`src/rtl/uart_pkg.sv`:
```
// uart_pkg: shared UART framing constants, default baud derivation and the
// transmitter sequencer state type. The PARITY state only exists when
// UART_FIFO_TX_PARITY_EN is defined.
package uart_pkg;

    localparam int UART_DATA_BITS       = 8;
    localparam int STOP_BITS            = 1;
    localparam int CLK_FREQ_HZ          = 50_000_000;
    localparam int BAUD_RATE            = 115_200;
    localparam int DEFAULT_CLKS_PER_BIT = CLK_FREQ_HZ / BAUD_RATE;

    typedef enum logic [2:0] {
        IDLE     = 3'd0,
        REQ      = 3'd1,
        WAIT_ACK = 3'd2,
        START    = 3'd3,
        DATA     = 3'd4,
`ifdef UART_FIFO_TX_PARITY_EN
        PARITY   = 3'd5,
`endif
        STOP     = 3'd6
    } tx_state_t;

endpackage

```
`src/rtl/uart_baud_tick.sv`:
```
// uart_baud_tick: bit-period timer. Pulses tick on the last clock of every
// bit period while run is high; the count is parked at zero while run is low
// so the first bit of a frame always gets its full length.
module uart_baud_tick
    import uart_pkg::*;
#(
    parameter int CLKS_PER_BIT = DEFAULT_CLKS_PER_BIT
) (
    input  logic clk,
    input  logic rst_n,
    input  logic run,
    output logic tick
);

    localparam int CNT_W = (CLKS_PER_BIT > 1) ? $clog2(CLKS_PER_BIT) : 1;
    localparam logic [CNT_W-1:0] LAST_COUNT = CNT_W'(CLKS_PER_BIT - 1);

    logic [CNT_W-1:0] count;

    assign tick = run && (count == LAST_COUNT);

    // Count clocks inside the current bit, restarting at every bit boundary
    always_ff @(posedge clk or negedge rst_n) begin
        if (!rst_n) begin
            count <= '0;
        end else if (!run || count == LAST_COUNT) begin
            count <= '0;
        end else begin
            count <= count + 1'b1;
        end
    end

endmodule

```
`src/rtl/uart_fifo_tx.sv`:
```
// uart_fifo_tx: pops one word from the upstream FIFO per request and sends
// its bytes least-significant first as back-to-back UART frames on txd.
// Frames are 8N1 by default, 8E1 when UART_FIFO_TX_PARITY_EN is defined.
module uart_fifo_tx
    import uart_pkg::*;
#(
    parameter int DATA_WIDTH   = 16,
    parameter int CLKS_PER_BIT = DEFAULT_CLKS_PER_BIT
) (
    input  logic                  clk,
    input  logic                  rst_n,
    input  logic                  fifoEmpty,
    output logic                  readReq,
    input  logic                  readAck,
    input  logic [DATA_WIDTH-1:0] fifoData,
    output logic                  txd,
    output logic                  busy
);

    localparam int BYTES_PER_WORD = DATA_WIDTH / 8;
    localparam int BYTE_IDX_W     = (BYTES_PER_WORD > 1) ? $clog2(BYTES_PER_WORD) : 1;
    localparam logic [BYTE_IDX_W-1:0] LAST_BYTE = BYTE_IDX_W'(BYTES_PER_WORD - 1);
    localparam logic [2:0] LAST_DATA_BIT = 3'(UART_DATA_BITS - 1);
    localparam logic [2:0] LAST_STOP_BIT = 3'(STOP_BITS - 1);

    tx_state_t             state;
    logic [DATA_WIDTH-1:0] shift_reg;
    logic [2:0]            bit_idx;
    logic [BYTE_IDX_W-1:0] byte_idx;
    logic [7:0]            cur_byte;
    logic                  run;
    logic                  tick;

    // The byte on the wire is always the low byte; later bytes are shifted down
    assign cur_byte = shift_reg[7:0];
    assign run      = (state != IDLE) && (state != REQ) && (state != WAIT_ACK);

    uart_baud_tick #(
        .CLKS_PER_BIT(CLKS_PER_BIT)
    ) u_baud_tick (
        .clk  (clk),
        .rst_n(rst_n),
        .run  (run),
        .tick (tick)
    );

    // Sequencer: one pop handshake per word, then start/data/(parity)/stop per byte
    always_ff @(posedge clk or negedge rst_n) begin
        if (!rst_n) begin
            state     <= IDLE;
            readReq   <= 1'b0;
            busy      <= 1'b0;
            txd       <= 1'b1;
            shift_reg <= '0;
            bit_idx   <= '0;
            byte_idx  <= '0;
        end else begin
            case (state)
                IDLE: begin
                    if (!fifoEmpty) begin
                        state   <= REQ;
                        readReq <= 1'b1;
                        busy    <= 1'b1;
                    end
                end
                REQ: begin
                    state   <= WAIT_ACK;
                    readReq <= 1'b0;
                end
                WAIT_ACK: begin
                    if (readAck) begin
                        shift_reg <= fifoData;
                        byte_idx  <= '0;
                        state     <= START;
                        txd       <= 1'b0;
                    end else begin
                        state <= IDLE;
                        busy  <= 1'b0;
                    end
                end
                START: begin
                    if (tick) begin
                        state   <= DATA;
                        bit_idx <= '0;
                        txd     <= cur_byte[0];
                    end
                end
                DATA: begin
                    if (tick) begin
                        if (bit_idx == LAST_DATA_BIT) begin
`ifdef UART_FIFO_TX_PARITY_EN
                            state <= PARITY;
                            txd   <= ^cur_byte;
`else
                            state   <= STOP;
                            bit_idx <= '0;
                            txd     <= 1'b1;
`endif
                        end else begin
                            bit_idx <= bit_idx + 3'd1;
                            txd     <= cur_byte[bit_idx + 3'd1];
                        end
                    end
                end
`ifdef UART_FIFO_TX_PARITY_EN
                PARITY: begin
                    if (tick) begin
                        state   <= STOP;
                        bit_idx <= '0;
                        txd     <= 1'b1;
                    end
                end
`endif
                STOP: begin
                    if (tick) begin
                        if (bit_idx != LAST_STOP_BIT) begin
                            bit_idx <= bit_idx + 3'd1;
                        end else if (byte_idx < LAST_BYTE) begin
                            byte_idx  <= byte_idx + 1'b1;
                            shift_reg <= shift_reg >> 8;
                            bit_idx   <= '0;
                            state     <= START;
                            txd       <= 1'b0;
                        end else begin
                            state <= IDLE;
                            busy  <= 1'b0;
                        end
                    end
                end
                default: begin
                    state   <= IDLE;
                    readReq <= 1'b0;
                    busy    <= 1'b0;
                    txd     <= 1'b1;
                end
            endcase
        end
    end

endmodule
```
`config.mk`:
```
export PLATFORM = sky130hd
export DESIGN_NAME = uart_fifo_tx
export DESIGN_NICKNAME = d
export VERILOG_FILES = /design/src/rtl/uart_pkg.sv /design/src/rtl/uart_baud_tick.sv /design/src/rtl/uart_fifo_tx.sv
export SDC_FILE = /design/constraint.sdc
export NUM_CORES = 1
export LEC_CHECK = 0
export ABC_AREA = 1
export BUFFER_PORTS_ARGS = -buffer_cell sky130_fd_sc_hd__buf_2
export CORE_MARGIN = 3
export CORE_UTILIZATION = 25
export DETAILED_ROUTE_END_ITERATION = 16
export GPL_TIMING_DRIVEN = 0
export SLEW_MARGIN = 10
export SYNTH_ARGS = -nofsm -noshare
export SYNTH_HDL_FRONTEND = slang
export SYNTH_SLANG_ARGS = --single-unit
```
`constraint.sdc`:
```
create_clock -name clk -period 1.69 [get_ports clk]
set_input_delay 0.338 -clock clk [delete_from_list [all_inputs] [get_ports clk]]
set_output_delay 0.338 -clock clk [all_outputs]
set_load 0.02 [all_outputs]
```
-- After elaboration in Yosys (flattened, before gate mapping)
Cells that the tools add are included.
- flip-flop bits (word level): 35
- input bits: 20
- output and inout port bits: 3
- word-level logic and storage cells: 98
- add/subtract/negate cells: 3
- $lt $le $gt $ge: 2
- equality and inequality tests: 20
- mux-type cells: 43
- bitwise operators: 3
- reduce and logical (&&, ||, !) cells: 19
- operator list (kind ; number):
    16-bit 2-to-1 mux ; 4
    3-bit 2-to-1 mux ; 12
    16-bit case mux with 2 select lines ; 1
    2-bit inequality test (second input constant) ; 10
    3-bit case mux with 6 select lines ; 1
    1-bit 2-to-1 mux ; 16
    6-bit AND reduction ; 2
    5-bit AND reduction ; 2
    9-bit by 1-bit adder with 9-bit output (second input constant) ; 1
    3-bit == test (second input constant) ; 3
    9-bit == test (second input constant) ; 1
    9-bit 2-to-1 mux ; 1
    3-bit case mux with 3 select lines ; 1
    3-bit nonzero test ; 3
    7-bit AND reduction ; 1
    3-bit by 2-bit == test with 1-bit output (second input constant) ; 2
    1-bit case mux with 5 select lines ; 1
    3-bit by 4-bit less-than comparator with 1-bit output (second input constant) ; 1
    2-bit 2-to-1 mux ; 2
    1-bit case mux with 2 select lines ; 2
    1-bit case mux with 4 select lines ; 1
    4-bit OR reduction ; 1
    3-bit by 1-bit adder with 3-bit output (second input constant) ; 1
    1-bit binary-select mux with 3-bit select ; 1
    15 further kinds ; 19

-- Logic depth before layout (Yosys ltp)
- depth in word-level cells: 6
- mapped depth: 10
- mapped depth without buffers: 10

-- Cells and area by module
From an unflattened synthesis, not the netlist that was laid out.
- cells, all modules: 266
- area, all modules: 2004.4 sq um
- by module, submodules not included (module ; times used ; cells each ; area each (sq um) ; seq. area each (sq um)):
    uart_fifo_tx ; 1 ; 198 ; 1496.4 ; 651.9
    uart_baud_tick ; 1 ; 68 ; 508.0 ; 225.2

-- Least setup slack after synthesis
No wires, ideal clock.
- kind: reg2reg
- start point: reg bit_idx[0]
- end point: reg shift_reg[3]
- setup time: 0.119 ns
- data arrival time: 1.451 ns
- data required time: 1.571 ns
- slack: 0.120 ns
- stages on the path, launching flop included: 11
- buffers on the path: 1
- period minus slack after synthesis: 1.570 ns
- cell sequence: dfrtp_1 -> inv_1 -> ha_1 -> inv_1 -> nor2_1 -> nor2_2 -> nor2_4 -> nand3_4 -> buf_6 -> nor2_2 -> a21oi_2
- cells in the longest elaborated chain, start to end: 3
- ends and longest elaborated chain (element ; RTL line ; source):
    start, declared ; uart_fifo_tx.sv:28 ; logic [2:0] bit_idx;
    start signal, assigned ; uart_fifo_tx.sv:100 ; bit_idx <= bit_idx + 3'd1;
    start signal, assigned ; uart_fifo_tx.sv:117 ; bit_idx <= bit_idx + 3'd1;
    3-bit nonzero test ; uart_fifo_tx.sv:116 ; if (bit_idx != LAST_STOP_BIT) begin
    2-bit inequality test (no line) ; - ;
    5-bit AND reduction (no line) ; - ;
    end signal, assigned ; uart_fifo_tx.sv:72 ; shift_reg <= fifoData;
    end signal, assigned ; uart_fifo_tx.sv:120 ; shift_reg <= shift_reg >> 8;
    end, declared ; uart_fifo_tx.sv:27 ; logic [DATA_WIDTH-1:0] shift_reg;
Every way passes these cells.
A chain may end at the register's enable or synchronous reset.

-- Final worst setup path
- start point: reg bit_idx[0]
- end point: reg shift_reg[7]
The elaborated chain is that of the path after synthesis.

==> results.py <==
metrics = {
    "floorplan": {
        "ios": 23,
        "rows": 31,
        "initial_utilization": 0.266,
        "die_h_um": 95.0,
        "die_w_um": 95.0,
        "core_region_area_sq_um": 7450,
        "die_area_sq_um": 9020,
    },
    "yosys": {
        "yosys_warnings": 0,
        "synth_cell_types": 26,
        "synth_area_sq_um": 1980,
        "synth_top_family_by_area": "simple AND/OR/NAND/NOR gates",
        "synth_adder_area_share": 0.0316,
        "synth_xor_area_frac": 0,
        "synthMuxAreaShare": 0,
        "syn_inst": 254,
        "synth-compound-area-share": 0.113,
        "synth-simple-area-share": 0.329,
        "ys_seq_elements": 35,
        "avgSynthCellArea_sq_um": 7.79,
        "syn_nets": 279,
        "ys_seq_area_frac": 0.443,
    },
    "routing": {
        "topRoutingLayerUsed": "met4",
        "wire_per_inst_um": 10.9,
        "vias_per_cell": 4.40,
        "drcViolationCount": 0,
        "drtIter0Drc": 111,
        "routed_wl_um": 4260,
        "route.vias.total": 1722,
        "met2RoutedLength_um": 2030,
        "ant_nets": 0,
        "wl_met3_um": 175,
        "first_pass_iters": 4,
        "wl_met1_um": 1990,
    },
    "min_path": {
        "hp-class": "primary input to async pin",
    },
    "cells_and_area": {
        "mostFrequentLayoutCell": "nand2_1",
        "nets": 316,
        "largest_register_ffs": 16,
        "drive_gt1_frac": 0.277,
        "area_growth_pct": 23.5,
        "layout_common_cells": "82 x nand2_1, 33 x dfrtp_1, 24 x inv_1",
        "nFillCells": 823,
        "diodes": 0,
    },
    "pwr": {
        "p_per_area_nw_per_um2": 684,
        "ir_drop_uv": 540,
        "leakage_nw": 1.27,
    },
    "clock_network": {
        "ctsHtreeMaxLevel": 2,
        "clk_path_buf_depth": 2,
        "cts.sinks": 35,
        "clkLatencyLatePin_ns": 0.28,
        "clk_pin_slew_ns": 0.07,
        "cts_buffers": 5,
        "cts_tree": "built",
        "cts_root_buffer": "clkbuf_8",
        "postCtsHoldBufs": 0,
    },
    "critical_path": {
        "crit_family": "simple AND/OR/NAND/NOR gates",
        "crit_path_max_fanout": 7,
        "cpMostUsedCell": "nor2_2",
        "critPathBufInv": 3,
        "cp-start-kind": "flop",
        "path_class": "flop to flop",
        "endpoint_kind": "flop",
        "critical-path-max-stage-delay_ns": 0.44,
        "worstPathCellList": "inv_4 -> ha_1 -> inv_1 -> nor2_2 -> nor2_2 -> nor2_4 -> nand3_4 -> clkbuf_16 -> nor2_2 -> a21oi_2",
        "slowest_stage": "dfrtp_2",
        "crit_required_ns": 1.87,
        "worstPathArrival_ns": 1.79,
    },
    "sta": {
        "setup_viol": 0,
        "slew_headroom": 0.473,
        "timing.final.ws_setup_ns": 0.0756,
        "worst_pin_slew_ns": 0.790,
        "rsz0062_at_grt": "true",
        "finalHoldViolCount": 0,
        "clock_skew_ns": 0.00326,
        "post-route-min-period_ns": 1.61,
        "slew_violations": 0,
        "finalCritPeriodShare": 0.955,
        "totalNegativeSetupSlack_ns": 0,
        "max_clock_freq_mhz": 619,
    },
    "placed_design": {
        "dp_slack_ns": -0.125,
        "dp_hpwl_um": 3040,
        "io_buffers": 22,
        "gp_congestion": 0.885,
    },
    "grt": {
        "grt_max_degree": 36,
        "grt_pass1_wl_um": 7110,
        "grt_remaining_overflow": 0,
        "antenna_found_initial": 0,
        "grt_usage": 0.0998,
        "first_global_vias": 1563,
    },
    "run": {
        "drv_cap": 0,
    },
    "run_status": {
        "status": "finished, final reports clean",
    },
}
-- report_power, final --
part	switching [W]	internal [W]	total (W)
Clock	0.000299	0.000477	0.000776
Sequential	0.00000111	0.000839	0.000840
Combinational	0.0000331	0.0000231	0.0000562
-- worst register-to-register path, cell delays in order (launching register included) --
cell and delay (ns):
dfrtp_2 0.44, inv_4 0.08, ha_1 0.14, inv_1 0.04, nor2_2 0.13, nor2_2 0.08
nor2_4 0.13, nand3_4 0.15, clkbuf_16 0.20, nor2_2 0.09, a21oi_2 0.03
-- metal layers --
layer	global-route usage	vias to the layer above
met5	0	-
li1	-	886
met4	0.0361	0
met3	0.0247	6
met2	0.164	34
met1	0.127	796
-- kinds of logic (layout without fill, tap and decap cells) --
logic type                 Yosys count  in the layout
and+or+nand+nor                    145            145
DFF                                 35             35
buffers and inverters               35             73
AOI/OAI and AO/OA                   34             34
adders and majority gates            5              5
-- layout make-up --
class / instances / area [sq um] / share of cell area
Inverter: 28 / 108 / 0.0440
Tap cell: 99 / 124 / 0.0507
Multi-Input combinational cell: 184 / 963 / 0.394
Sequential cell: 35 / 878 / 0.359
Clock buffer: 6 / 82.6 / 0.0338
Buffer: 7 / 65.1 / 0.0266
Clock inverter: 2 / 35.0 / 0.0143
Timing Repair Buffer: 30 / 188 / 0.0768
-- path summary, 6_finish.rpt --
path | start | to | slack (ns) | cells after the start
setup / recovery | bit_idx[0] | shift_reg[7] | 0.08 | 10
hold / removal | rst_n | u_baud_tick.count[1] | 0.13 | 1
setup reg to reg | bit_idx[0] | shift_reg[7] | 0.08 | 10
hold reg to reg | readReq | readReq | 0.47 | 2
max in group asynchronous | rst_n | bit_idx[0] | 1.00 | 1
min in group clk | fifoData[13] | shift_reg[13] | 0.29 | 3
-- through the flow --
stage               instance area [sq um]  hold WS (ns)  instances  total power (W)  utilization
finish                               2440         0.131        391          0.00167        0.328
global route                         2440         0.192        391          0.00175        0.328
CTS                                  2350         0.156        384          0.00170        0.315
detailed placement                   2210         0.462        375         0.000914        0.297
global placement                     2210         0.456        375         0.000913        0.297
floorplan                            1980        0.0424        254         0.000873            -
-- synthesized netlist by cell type (all sizes together) --
cell    instances  area [sq um]
nand2          85           319
dfrtp          34           851
inv            28           105
nor2           28           130
a21oi          19           133
nand3          15           100
o21ai          12          63.8
nor3            8          40.0
buf             7          58.8
ha              5          62.6
nand4           3          18.8
and3            2          12.5
nand3b          2          15.0
nor3b           2          15.0
o211ai          2          15.0
a211oi          1          12.5
dfstp           1          26.3
-- what timing repair did --
item | in CTS | in global routing
pin swaps | 0 | 4
buffers inserted | 1 | 6
gates cloned | 0 | 1
endpoints found under the setup margin | 23 | 23
resized for setup | 4 | 9
Note: power is estimated with default switching activity, not from simulation.
